$ cat config.mk
export PLATFORM = sky130hd
export DESIGN_NAME = display_mux
export DESIGN_NICKNAME = d
export VERILOG_FILES = /design/src/rtl/display_mux.sv
export SDC_FILE = /design/constraint.sdc
export NUM_CORES = 1
export LEC_CHECK = 0
export ABC_AREA = 1
export BUFFER_PORTS_ARGS = -buffer_cell sky130_fd_sc_hd__buf_2
export CORE_MARGIN = 4
export CORE_UTILIZATION = 55
export CTS_BUF_LIST = sky130_fd_sc_hd__clkbuf_8 sky130_fd_sc_hd__clkbuf_16
export CTS_CLUSTER_SIZE = 8
export DETAILED_ROUTE_END_ITERATION = 10
export PLACE_DENSITY = 0.78
export SLEW_MARGIN = 10
export SYNTH_ARGS = -nofsm -noshare
export SYNTH_HDL_FRONTEND = slang
export SYNTH_SLANG_ARGS = --single-unit
$ cat constraint.sdc
create_clock -name clk -period 2.2 [get_ports clk]
set_clock_uncertainty 0.05 [all_clocks]
set_input_delay 0 -clock clk [delete_from_list [all_inputs] [get_ports clk]]
set_output_delay 0 -clock clk [all_outputs]
set_load 0.05 [all_outputs]
$ cat src/rtl/display_mux.sv
// display_mux: N-digit time-multiplexed common-anode 7-seg driver with per-frame shadow capture.
// Optional brightness PWM built when DISPLAY_MUX_PWM_EN is defined; otherwise brightness is ignored.
module display_mux #(
  parameter int NUM_DIGITS       = 4,
  parameter int REFRESH_COUNT    = 10000,
  parameter int ANODE_ACTIVE_LOW = 1,
  parameter int SEG_ACTIVE_LOW   = 1
) (
  input  logic                    clk,
  input  logic                    reset,
  input  logic [4*NUM_DIGITS-1:0] digits,
  input  logic [NUM_DIGITS-1:0]   dp,
  input  logic [NUM_DIGITS-1:0]   blank,
  input  logic [3:0]              brightness,
  output logic [NUM_DIGITS-1:0]   anode,
  output logic [7:0]              cathode,
  output logic                    frame_done
);

  localparam int IW = (NUM_DIGITS > 1) ? $clog2(NUM_DIGITS) : 1;
  localparam int TW = $clog2(REFRESH_COUNT);
  localparam logic [TW-1:0] TICK_LAST = TW'(REFRESH_COUNT - 1);
  localparam logic [IW-1:0] IDX_LAST  = IW'(NUM_DIGITS - 1);
  localparam logic [NUM_DIGITS-1:0] ANODE_OFF = {NUM_DIGITS{ANODE_ACTIVE_LOW != 0}};
  localparam logic [7:0] SEG_OFF = {8{SEG_ACTIVE_LOW != 0}};

  logic [TW-1:0]           tick_cnt;
  logic [IW-1:0]           idx;
  logic                    started;
  logic [4*NUM_DIGITS-1:0] digits_s;
  logic [NUM_DIGITS-1:0]   dp_s;
  logic [NUM_DIGITS-1:0]   blank_s;
  logic [3:0]              bright_s;

  logic                    slot_end;
  logic                    wrap;
  logic                    load;
  logic [3:0]              cur_hex;
  logic [7:0]              seg_on;
  logic                    show;
  logic                    anode_on;
  logic [NUM_DIGITS-1:0]   sel;
  logic [NUM_DIGITS-1:0]   anode_nxt;
  logic [7:0]              cathode_nxt;

  function automatic logic [6:0] hex_to_seg(input logic [3:0] h);
    case (h)
      4'h0:    hex_to_seg = 7'b0111111;
      4'h1:    hex_to_seg = 7'b0000110;
      4'h2:    hex_to_seg = 7'b1011011;
      4'h3:    hex_to_seg = 7'b1001111;
      4'h4:    hex_to_seg = 7'b1100110;
      4'h5:    hex_to_seg = 7'b1101101;
      4'h6:    hex_to_seg = 7'b1111101;
      4'h7:    hex_to_seg = 7'b0000111;
      4'h8:    hex_to_seg = 7'b1111111;
      4'h9:    hex_to_seg = 7'b1101111;
      4'hA:    hex_to_seg = 7'b1110111;
      4'hB:    hex_to_seg = 7'b1111100;
      4'hC:    hex_to_seg = 7'b0111001;
      4'hD:    hex_to_seg = 7'b1011110;
      4'hE:    hex_to_seg = 7'b1111001;
      default: hex_to_seg = 7'b1110001;
    endcase
  endfunction

  assign slot_end = (tick_cnt == TICK_LAST);
  assign wrap     = started && slot_end && (idx == IDX_LAST);
  // Shadows load once right after reset and then only at the frame wrap.
  assign load     = !started || wrap;

  always_ff @(posedge clk) begin
    if (reset) begin
      started    <= 1'b0;
      tick_cnt   <= '0;
      idx        <= '0;
      digits_s   <= '0;
      dp_s       <= '0;
      blank_s    <= '0;
      bright_s   <= '0;
      anode      <= ANODE_OFF;
      cathode    <= SEG_OFF;
      frame_done <= 1'b0;
    end else begin
      started    <= 1'b1;
      frame_done <= wrap;
      anode      <= anode_nxt;
      cathode    <= cathode_nxt;
      if (load) begin
        digits_s <= digits;
        dp_s     <= dp;
        blank_s  <= blank;
        bright_s <= brightness;
      end
      if (started) begin
        if (slot_end) begin
          tick_cnt <= '0;
          idx      <= wrap ? '0 : idx + 1'b1;
        end else begin
          tick_cnt <= tick_cnt + 1'b1;
        end
      end
    end
  end

`ifdef DISPLAY_MUX_PWM_EN
  logic [3:0] pwm_cnt;

  always_ff @(posedge clk) begin
    if (reset) pwm_cnt <= '0;
    else       pwm_cnt <= pwm_cnt + 4'd1;
  end
`else
  logic [3:0] unused_bright;
  assign unused_bright = bright_s;
`endif

  always_comb begin
    cur_hex  = digits_s[4*idx +: 4];
    seg_on   = {dp_s[idx], hex_to_seg(cur_hex)};
    // Nothing is driven in the capture cycle before the first frame starts.
    show     = started && !blank_s[idx];
`ifdef DISPLAY_MUX_PWM_EN
    anode_on = show && (pwm_cnt <= bright_s);
`else
    anode_on = show;
`endif
    sel         = anode_on ? (NUM_DIGITS'(1) << idx) : '0;
    anode_nxt   = (ANODE_ACTIVE_LOW != 0) ? ~sel : sel;
    cathode_nxt = show ? seg_on : 8'h00;
    if (SEG_ACTIVE_LOW != 0) cathode_nxt = ~cathode_nxt;
  end

endmodule

==> out/results.txt, run 1 <==
result of the run: complete, no violations
clk_lat worst skew: 0.31 ns
Required @ worst endpoint: 2.33 ns
Max Slew Vio Count: 0
number of antenna violations at the first check in global routing: 0
quantity of I/O buffers inserted on ports: 38
Antenna Diode Count: 0
final-report setup violation count: 0
RSZ-0062 raised after global routing: no
maximum clock rate: 0.5169 GHz
most common cell type on the critical path: sky130_fd_sc_hd__nand2_1
number of standard cells in the final layout excluding fillers: 520
final clock period utilization by the worst path: 87.93%
first-pass GRT wire length: 10.07 mm
sequential share of the synthesized area: 38.68%
growth of design area from synthesis to finish: 19.52%
critical path arrival: 2.07 ns
# IOs: 43
setup total negative slack: 0 ns
sequential power share: 55.7%
routed via count divided by cell count: 4.785
portion of netlist area occupied by mux cells: 0%
count of endpoints failing hold in the final timing report: 0
Post-Synthesis Cell Area: 2795 um2
Max Cap Violations: 0
vias in the first global route: 2292
maximum level of the CTS H-tree: 2
final wirelength: 5.741 mm
standard cell core area: 4817 um2
simple logic cell fraction of the synthesized area: 37.11%
total design power: 1.867 mW
setup repair bufs after CTS: 0
number of rows created at floorplan: 25
width of the die: 79.29 um
leakage power total: 1.601 nW
number of nets in the layout: 494
cell with the largest stage delay on the worst path: sky130_fd_sc_hd__dfxtp_1
total global routing track utilization: 19.80%
count of warnings emitted by yosys: 0
estimated wirelength of the detail-placed design: 3.858 mm
number of distinct standard cells referenced by the synthesized netlist: 28
Placed Cells: 488
xor and xnor area share after synthesis: 0.6267%
category of the worst setup path capture point: register
post-route ant nets: 0
Filler Cell Count: 427
#FFs+latches synth: 54
initial core utilization: 58.03%
total die area: 6287 um2
cell-by-cell trace of the critical path: inv_2 -> nand2_1 -> nand3_1 -> nand2_1 -> inv_1 -> ha_1 -> nand2_1 -> nor2_1 -> nor2_1 -> nand3_1
post-synthesis average cell area: 7.076 um2
post-synthesis net count: 436
Min-Delay Path Class: input pin to register
proportion of layout cells with a drive suffix above 1: 18.76%
vias after detailed routing: 2488
first-pass detailed-route iteration total: 4
GP Congestion: 0.8527
combinational family with the most area after synthesis: simple AND/OR/NAND/NOR gates
peak supply drop: 0.2927 mV
area fraction in compound gates after synthesis: 7.878%
total clock sinks: 54
Synth Area in Adders: 4.924%
min cycle time layout: 1.935 ns
CTS tree: done
Post-CTS Hold Fix Bufs: 25
kind of cell adding the most delay to the critical path: simple AND/OR/NAND/NOR gates
most frequent cells in the layout: sky130_fd_sc_hd__nand2_1, sky130_fd_sc_hd__nor2_1, sky130_fd_sc_hd__dfxtp_1, sky130_fd_sc_hd__inv_1, sky130_fd_sc_hd__buf_2
DRC violations left: 0
startpoint kind of the worst setup timing path: register
share of power burned in combinational logic: 15.6%
Worst-path clk slew: 0.10 ns
net switching power: 0.5062 mW
wire per inst: 11.04 um
post-cts gate resize count: 0
Inserted Clock Buffers: 5
kind of critical path: register to register
power density cells: 558.8 nW/um2
height of the chip: 79.29 um
internal power summed over all cells: 1.360 mW
root buf cell: sky130_fd_sc_hd__clkbuf_8
worst path bufs/invs: 2
transition time at the pin with the least slew margin: 0.5679 ns
power share of the clock group: 28.6%
instance count of the mapped netlist: 395
critical path's largest stage delay: 0.54 ns
relative slew slack: 62.14%
CP Max Fanout: 13
buffers from clock root to sink, at most: 2
switching share of total power: 27.12%
grt total ovfl: 0
Initial DRC Count: 120
largest net degree at the start of global routing: 49
leading cell type in the layout, fill and taps excluded: sky130_fd_sc_hd__nand2_1
[registers in the layout (all words and copies together), names as in the netlist]
name / cells
cathode: 8
digits_s: 16
tick_cnt: 14
started: 1
blank_s: 4
frame_done: 1
anode: 4
dp_s: 4
idx: 2
[metal layers]
layer	wire, um	share of wire [%]	vias to the layer above	GRT usage [%]
met5	0	0	-	0
met4	99	1.7	0	8.247
met3	264	4.6	10	3.968
met2	2623	46	52	30.98
met1	2754	48	1073	26.54
li1	-	-	1353	-
[cells in the mapped netlist (all sizes together)]
master  count  area share [%]
dfxtp      54              39
nor3b       1            0.27
a21o        1            0.27
buf        15             3.8
nand4       2            0.45
clkinv      1            0.13
nand2     103              14
o211ai      3            0.81
o21ai       8             1.4
ha         11             4.9
a21oi      30             5.4
nand3      46              12
xnor2       2            0.63
inv        49             6.6
nand3b      1            0.27
nor3        8             1.6
nor2       58             8.2
clkbuf      2            0.27
[kinds of logic after synthesis]
| logic type | Yosys count |
|---|---|
| AND/OR/NAND/NOR | 219 |
| buffers and inverters | 67 |
| AO/OA/AOI/OAI | 42 |
| flip-flops | 54 |
| XOR/XNOR | 2 |
| adder cells (fa/ha/maj) | 11 |
[power by group through the flow]
stage | Combinational, mW | Clock (mW) | Sequential, mW
floorplan | 0.162 | 0 | 1.09
global placement | 0.250 | 0 | 1.06
detailed placement | 0.255 | 0 | 1.06
CTS | 0.289 | 0.553 | 1.04
global route | 0.328 | 0.598 | 1.05
finish | 0.291 | 0.535 | 1.04
[through the flow]
stage          util, %  hold slack (ns)  cell area [um2]  setup WS [ns]
6_report         69.35           0.3819             3341         0.2655
3_3_place_gp     62.42           0.1673             3007         0.3297
5_1_grt          69.35           0.3945             3341        0.06454
2_1_floorplan        -          0.02238             2795         0.4729
3_5_place_dp     62.42           0.1769             3007         0.2953
4_1_cts          69.35           0.3826             3341         0.2571
[final cells by class]
type / count / area, um2 / share of cell area, %
clock inverter: 2 / 15.01 / 0.4494
tap: 67 / 83.83 / 2.509
timing repair buffer: 68 / 490.5 / 14.68
multi-input combinational: 274 / 1413 / 42.28
sequential: 54 / 1082 / 32.40
clock buffer: 5 / 68.82 / 2.060
inverter: 50 / 187.7 / 5.618
[worst paths after layout]
kind / slack (ns) / endpoint / start / cells after the start
min reg2reg: 0.47 / tick_cnt[0] / tick_cnt[0] / 2
max: 0.27 / cathode[0] / idx[0] / 10
min: 0.38 / digits_s[14] / digits[14] / 4
max reg2reg: 0.27 / cathode[0] / idx[0] / 10
[worst reg2reg max path, cell delays in order, from the launching register on]
cell and delay [ns]:
sky130_fd_sc_hd__dfxtp_1 0.54, sky130_fd_sc_hd__inv_2 0.19, sky130_fd_sc_hd__nand2_1 0.09, sky130_fd_sc_hd__nand3_1 0.06
sky130_fd_sc_hd__nand2_1 0.18, sky130_fd_sc_hd__inv_1 0.11, sky130_fd_sc_hd__ha_1 0.23, sky130_fd_sc_hd__nand2_1 0.10
sky130_fd_sc_hd__nor2_1 0.05, sky130_fd_sc_hd__nor2_1 0.14, sky130_fd_sc_hd__nand3_1 0.08
No activity file was read; power rests on OpenSTA's default activity.
==> run 2: changes to the inputs <==
--- a/config.mk
+++ b/config.mk
@@ -5,7 +5,6 @@
 export SDC_FILE = /design/constraint.sdc
 export NUM_CORES = 1
 export LEC_CHECK = 0
-export ABC_AREA = 1
 export BUFFER_PORTS_ARGS = -buffer_cell sky130_fd_sc_hd__buf_2
 export CORE_MARGIN = 4
 export CORE_UTILIZATION = 55
==> run 2 against run 1 <==
  * Clock-buffer cell count grew 1
  * Combinational power is 14% lower
  * Final cell count down 28%
  * Non-clock buffer count increased by 2
  * Sequential share of layout area grew 3.3 points
  * Critical path type unchanged
  * Largest cell class unchanged
  * Fmax is 4.3% lower
  * Hold slack better by 0.031 ns
  * Area after synthesis decreased by 11%
  * Power shrank 0.94%
  * Critical path depth shrank 4
  * Sequential cell count did not move
==> out/results.txt, run 2 <==
instance count of the mapped netlist: 258 (-35%)
Initial DRC Count: 104 (-13%)
met2 capacity usage during global routing: 31.45% (+0.47 points)
Max Slew Vio Count: 0 (unchanged)
startpoint kind of the worst setup timing path: register
number of rows created at floorplan: 24 (-4.0%)
buffers from clock root to sink, at most: 2 (unchanged)
final wirelength: 4.927 mm (-14%)
CP Launch Point: idx[0]
post-synthesis average cell area: 9.685 um2 (+37%)
dominant cell by count in the synthesized netlist: sky130_fd_sc_hd__nand2_1
number of antenna violations at the first check in global routing: 0 (unchanged)
post-synthesis net count: 299 (-31%)
internal power summed over all cells: 1.383 mW (+1.6%)
total design power: 1.849 mW (-0.94%)
total die area: 5685 um2 (-9.6%)
leakage power total: 1.281 nW (-20%)
worst setup slack after layout: 0.1777 ns (-0.08778 ns)
kind of critical path: register to register
fraction of met1 tracks used by global routing: 24.23% (-2.3 points)
sequential share of the synthesized area: 43.26% (+4.6 points)
number of flip-flops under the largest register name: 16 (unchanged)
final-report setup violation count: 0 (unchanged)
# IOs: 43 (unchanged)
vias in the first global route: 1815 (-21%)
switching share of total power: 25.22% (-1.9 points)
min cycle time layout: 2.022 ns (+0.08778 ns)
total clock sinks: 54 (unchanged)
Top FF cell, synth: sky130_fd_sc_hd__dfxtp_1
Min-Delay Path Class: register to register
Required @ worst endpoint: 2.35 ns (+0.02 ns)
#FFs+latches synth: 54 (unchanged)
clk_lat worst skew: 0.31 ns (about the same)
routed via count divided by cell count: 5.207 (+8.8%)
async set-reset flop share out of synthesis: 0% (unchanged)
count of endpoints failing hold in the final timing report: 0 (unchanged)
width of the die: 75.40 um (-4.9%)
vias after detailed routing: 1937 (-22%)
number of nets in the layout: 360 (-27%)
worst-case reg-to-reg path depth: 6 (-4)
critical path arrival: 2.17 ns (+0.10 ns)
proportion of layout cells with a drive suffix above 1: 19.69% (+0.92 points)
height of the chip: 75.40 um (-4.9%)
number of enable-type register cells in the synthesized netlist: 0 (unchanged)
first-pass detailed-route iteration total: 4 (unchanged)
most flop-heavy register: digits_s
Reg2Reg Capture Point: cathode[1]
setup repair bufs after CTS: 0 (unchanged)
Max Cap Violations: 0 (unchanged)
Inserted Clock Buffers: 5 (unchanged)
commonest cells in the netlist: sky130_fd_sc_hd__nand2_1, sky130_fd_sc_hd__dfxtp_1, sky130_fd_sc_hd__mux2i_1
setup total negative slack: 0 ns (unchanged)
number of distinct standard cells referenced by the synthesized netlist: 38 (+36%)
GR Layer Usage met3: 4.881% (+0.91 points)
post-synth top area cell: sky130_fd_sc_hd__dfxtp_1
dpl ws: 0.03620 ns (-0.2591 ns)
global routing's busiest layer: met2
estimated wirelength of the detail-placed design: 3.203 mm (-17%)
registers with the highest flip-flop counts: digits_s x16, tick_cnt x14, cathode x8
root buf cell: sky130_fd_sc_hd__clkbuf_8
quantity of I/O buffers inserted on ports: 38 (unchanged)
growth of design area from synthesis to finish: 21.18%
Antenna Diode Count: 0 (unchanged)
share of power burned in combinational logic: 13.5% (-2.1 points)
CP Max Fanout: 7 (-6)
standard cell core area: 4384 um2 (-9.0%)
Synth top area share: 43.26% (+4.6 points)
power density cells: 610.7 nW/um2 (+9.3%)
result of the run: complete, no violations
net switching power: 0.4663 mW (-7.9%)
initial core utilization: 56.99% (-1.0 points)
grt total ovfl: 0 (unchanged)
leading cell type in the layout, fill and taps excluded: sky130_fd_sc_hd__nand2_1
post-route ant nets: 0 (unchanged)
transition time at the pin with the least slew margin: 0.4638 ns (-0.1041 ns)
category of the worst setup path capture point: register
Reg2Reg Launch Point: idx[0]
maximum clock rate: 0.4945 GHz (-4.3%)
power share of the clock group: 30.2% (+1.6 points)
count of warnings emitted by yosys: 0 (unchanged)
maximum level of the CTS H-tree: 2 (unchanged)
RSZ-0062 raised after global routing: no
wire per inst: 13.24 um (+20%)
relative slew slack: 69.00% (+6.9 points)
most area-consuming cells after synthesis: sky130_fd_sc_hd__dfxtp_1, sky130_fd_sc_hd__mux2i_1, sky130_fd_sc_hd__nand2_1
Worst-path clk slew: 0.09 ns (about the same)
DRC violations left: 0 (unchanged)
total global routing track utilization: 18.99% (-0.81 points)
largest net degree at the start of global routing: 50 (+2.0%)
Post-Synthesis Cell Area: 2499 um2 (-11%)
end point of the critical path: cathode[1]
CTS tree: done
final clock period utilization by the worst path: 91.92% (+4.0 points)
first-pass GRT wire length: 8.286 mm (-18%)
peak supply drop: 0.4326 mV (+48%)
most frequent cells in the layout: sky130_fd_sc_hd__nand2_1, sky130_fd_sc_hd__dfxtp_1, sky130_fd_sc_hd__buf_2, sky130_fd_sc_hd__mux2i_1, sky130_fd_sc_hd__dlygate4sd3_1
GP Congestion: 0.8071 (-5.3%)
sequential power share: 56.3% (+0.6 points)
worst setup slack for register-to-register paths: 0.18 ns (-0.09 ns)
-- run 2: cell type report --
type | count | area (um2)
fill | 331 | 1356
clock inverter | 2 | 8.758
sequential | 54 | 1082
tap | 52 | 65.06
timing repair buffer | 70 | 493.0
inverter | 9 | 33.78
clock buffer | 6 | 82.58
multi-input combinational | 179 | 1262
-- run 2: repair_timing --
item,CTS,global route
hold buffers,25,0
endpoints found under the hold margin,27,0
gates resized for setup,0,1
endpoints found under the setup margin,0,3
-- run 2: critical path, stage by stage (launching register included) --
cell	delay (ns)
sky130_fd_sc_hd__dfxtp_2	0.47
sky130_fd_sc_hd__mux4_2	0.61
sky130_fd_sc_hd__inv_1	0.16
sky130_fd_sc_hd__ha_1	0.24
sky130_fd_sc_hd__nor2_1	0.15
sky130_fd_sc_hd__nand3b_1	0.13
sky130_fd_sc_hd__o211ai_1	0.09
-- run 2: layer usage --
metal	vias to the layer above	part of all wire [%]
met2	43	50
li1	998	-
met3	8	4.9
met5	-	0
met1	888	44
met4	0	1.4
-- run 2: per-stage QoR --
| step | hold slack (ns) | instance area (um2) | cells | utilization (%) |
|---|---|---|---|---|
| 2_1_floorplan | 0.01907 | 2499 | 258 | - |
| 3_3_place_gp | 0.1932 | 2685 | 339 | 61.24 |
| 3_5_place_dp | 0.1995 | 2685 | 339 | 61.24 |
| 4_1_cts | 0.4105 | 3027 | 372 | 69.04 |
| 5_1_grt | 0.4218 | 3028 | 372 | 69.06 |
| 6_report | 0.4128 | 3028 | 372 | 69.06 |
-- run 2: kinds of logic after synthesis --
| logic type | Yosys count | synth area share (%) |
|---|---|---|
| simple gates | 107 | 20.53 |
| flops | 54 | 43.27 |
| mux | 32 | 15.82 |
| buf+inv | 25 | 6.209 |
| compound gates | 18 | 4.807 |
| xor+xnor | 11 | 3.856 |
| fa+ha+maj | 11 | 5.508 |
-- run 2: power groups by stage --
stage | Sequential [mW] | Combinational, mW | Clock (mW)
after floorplan | 1.10 | 0.130 | 0
after global placement | 1.06 | 0.206 | 0
after detailed placement | 1.06 | 0.213 | 0
after CTS | 1.04 | 0.248 | 0.572
after global routing | 1.05 | 0.275 | 0.608
final | 1.04 | 0.250 | 0.558
-- run 2: how the worst min path moves through the flow --
stage                     from      endpoint  slack [ns]  cells after the start
floorplan                reset        idx[0]        0.02                      1
global placement    digits[14]  digits_s[14]        0.19                      3
detailed placement   digits[1]   digits_s[1]        0.20                      3
CTS                  digits[1]   digits_s[1]        0.41                      4
global route        digits[13]  digits_s[13]        0.42                      4
finish                 dp_s[3]       dp_s[3]        0.41                      2
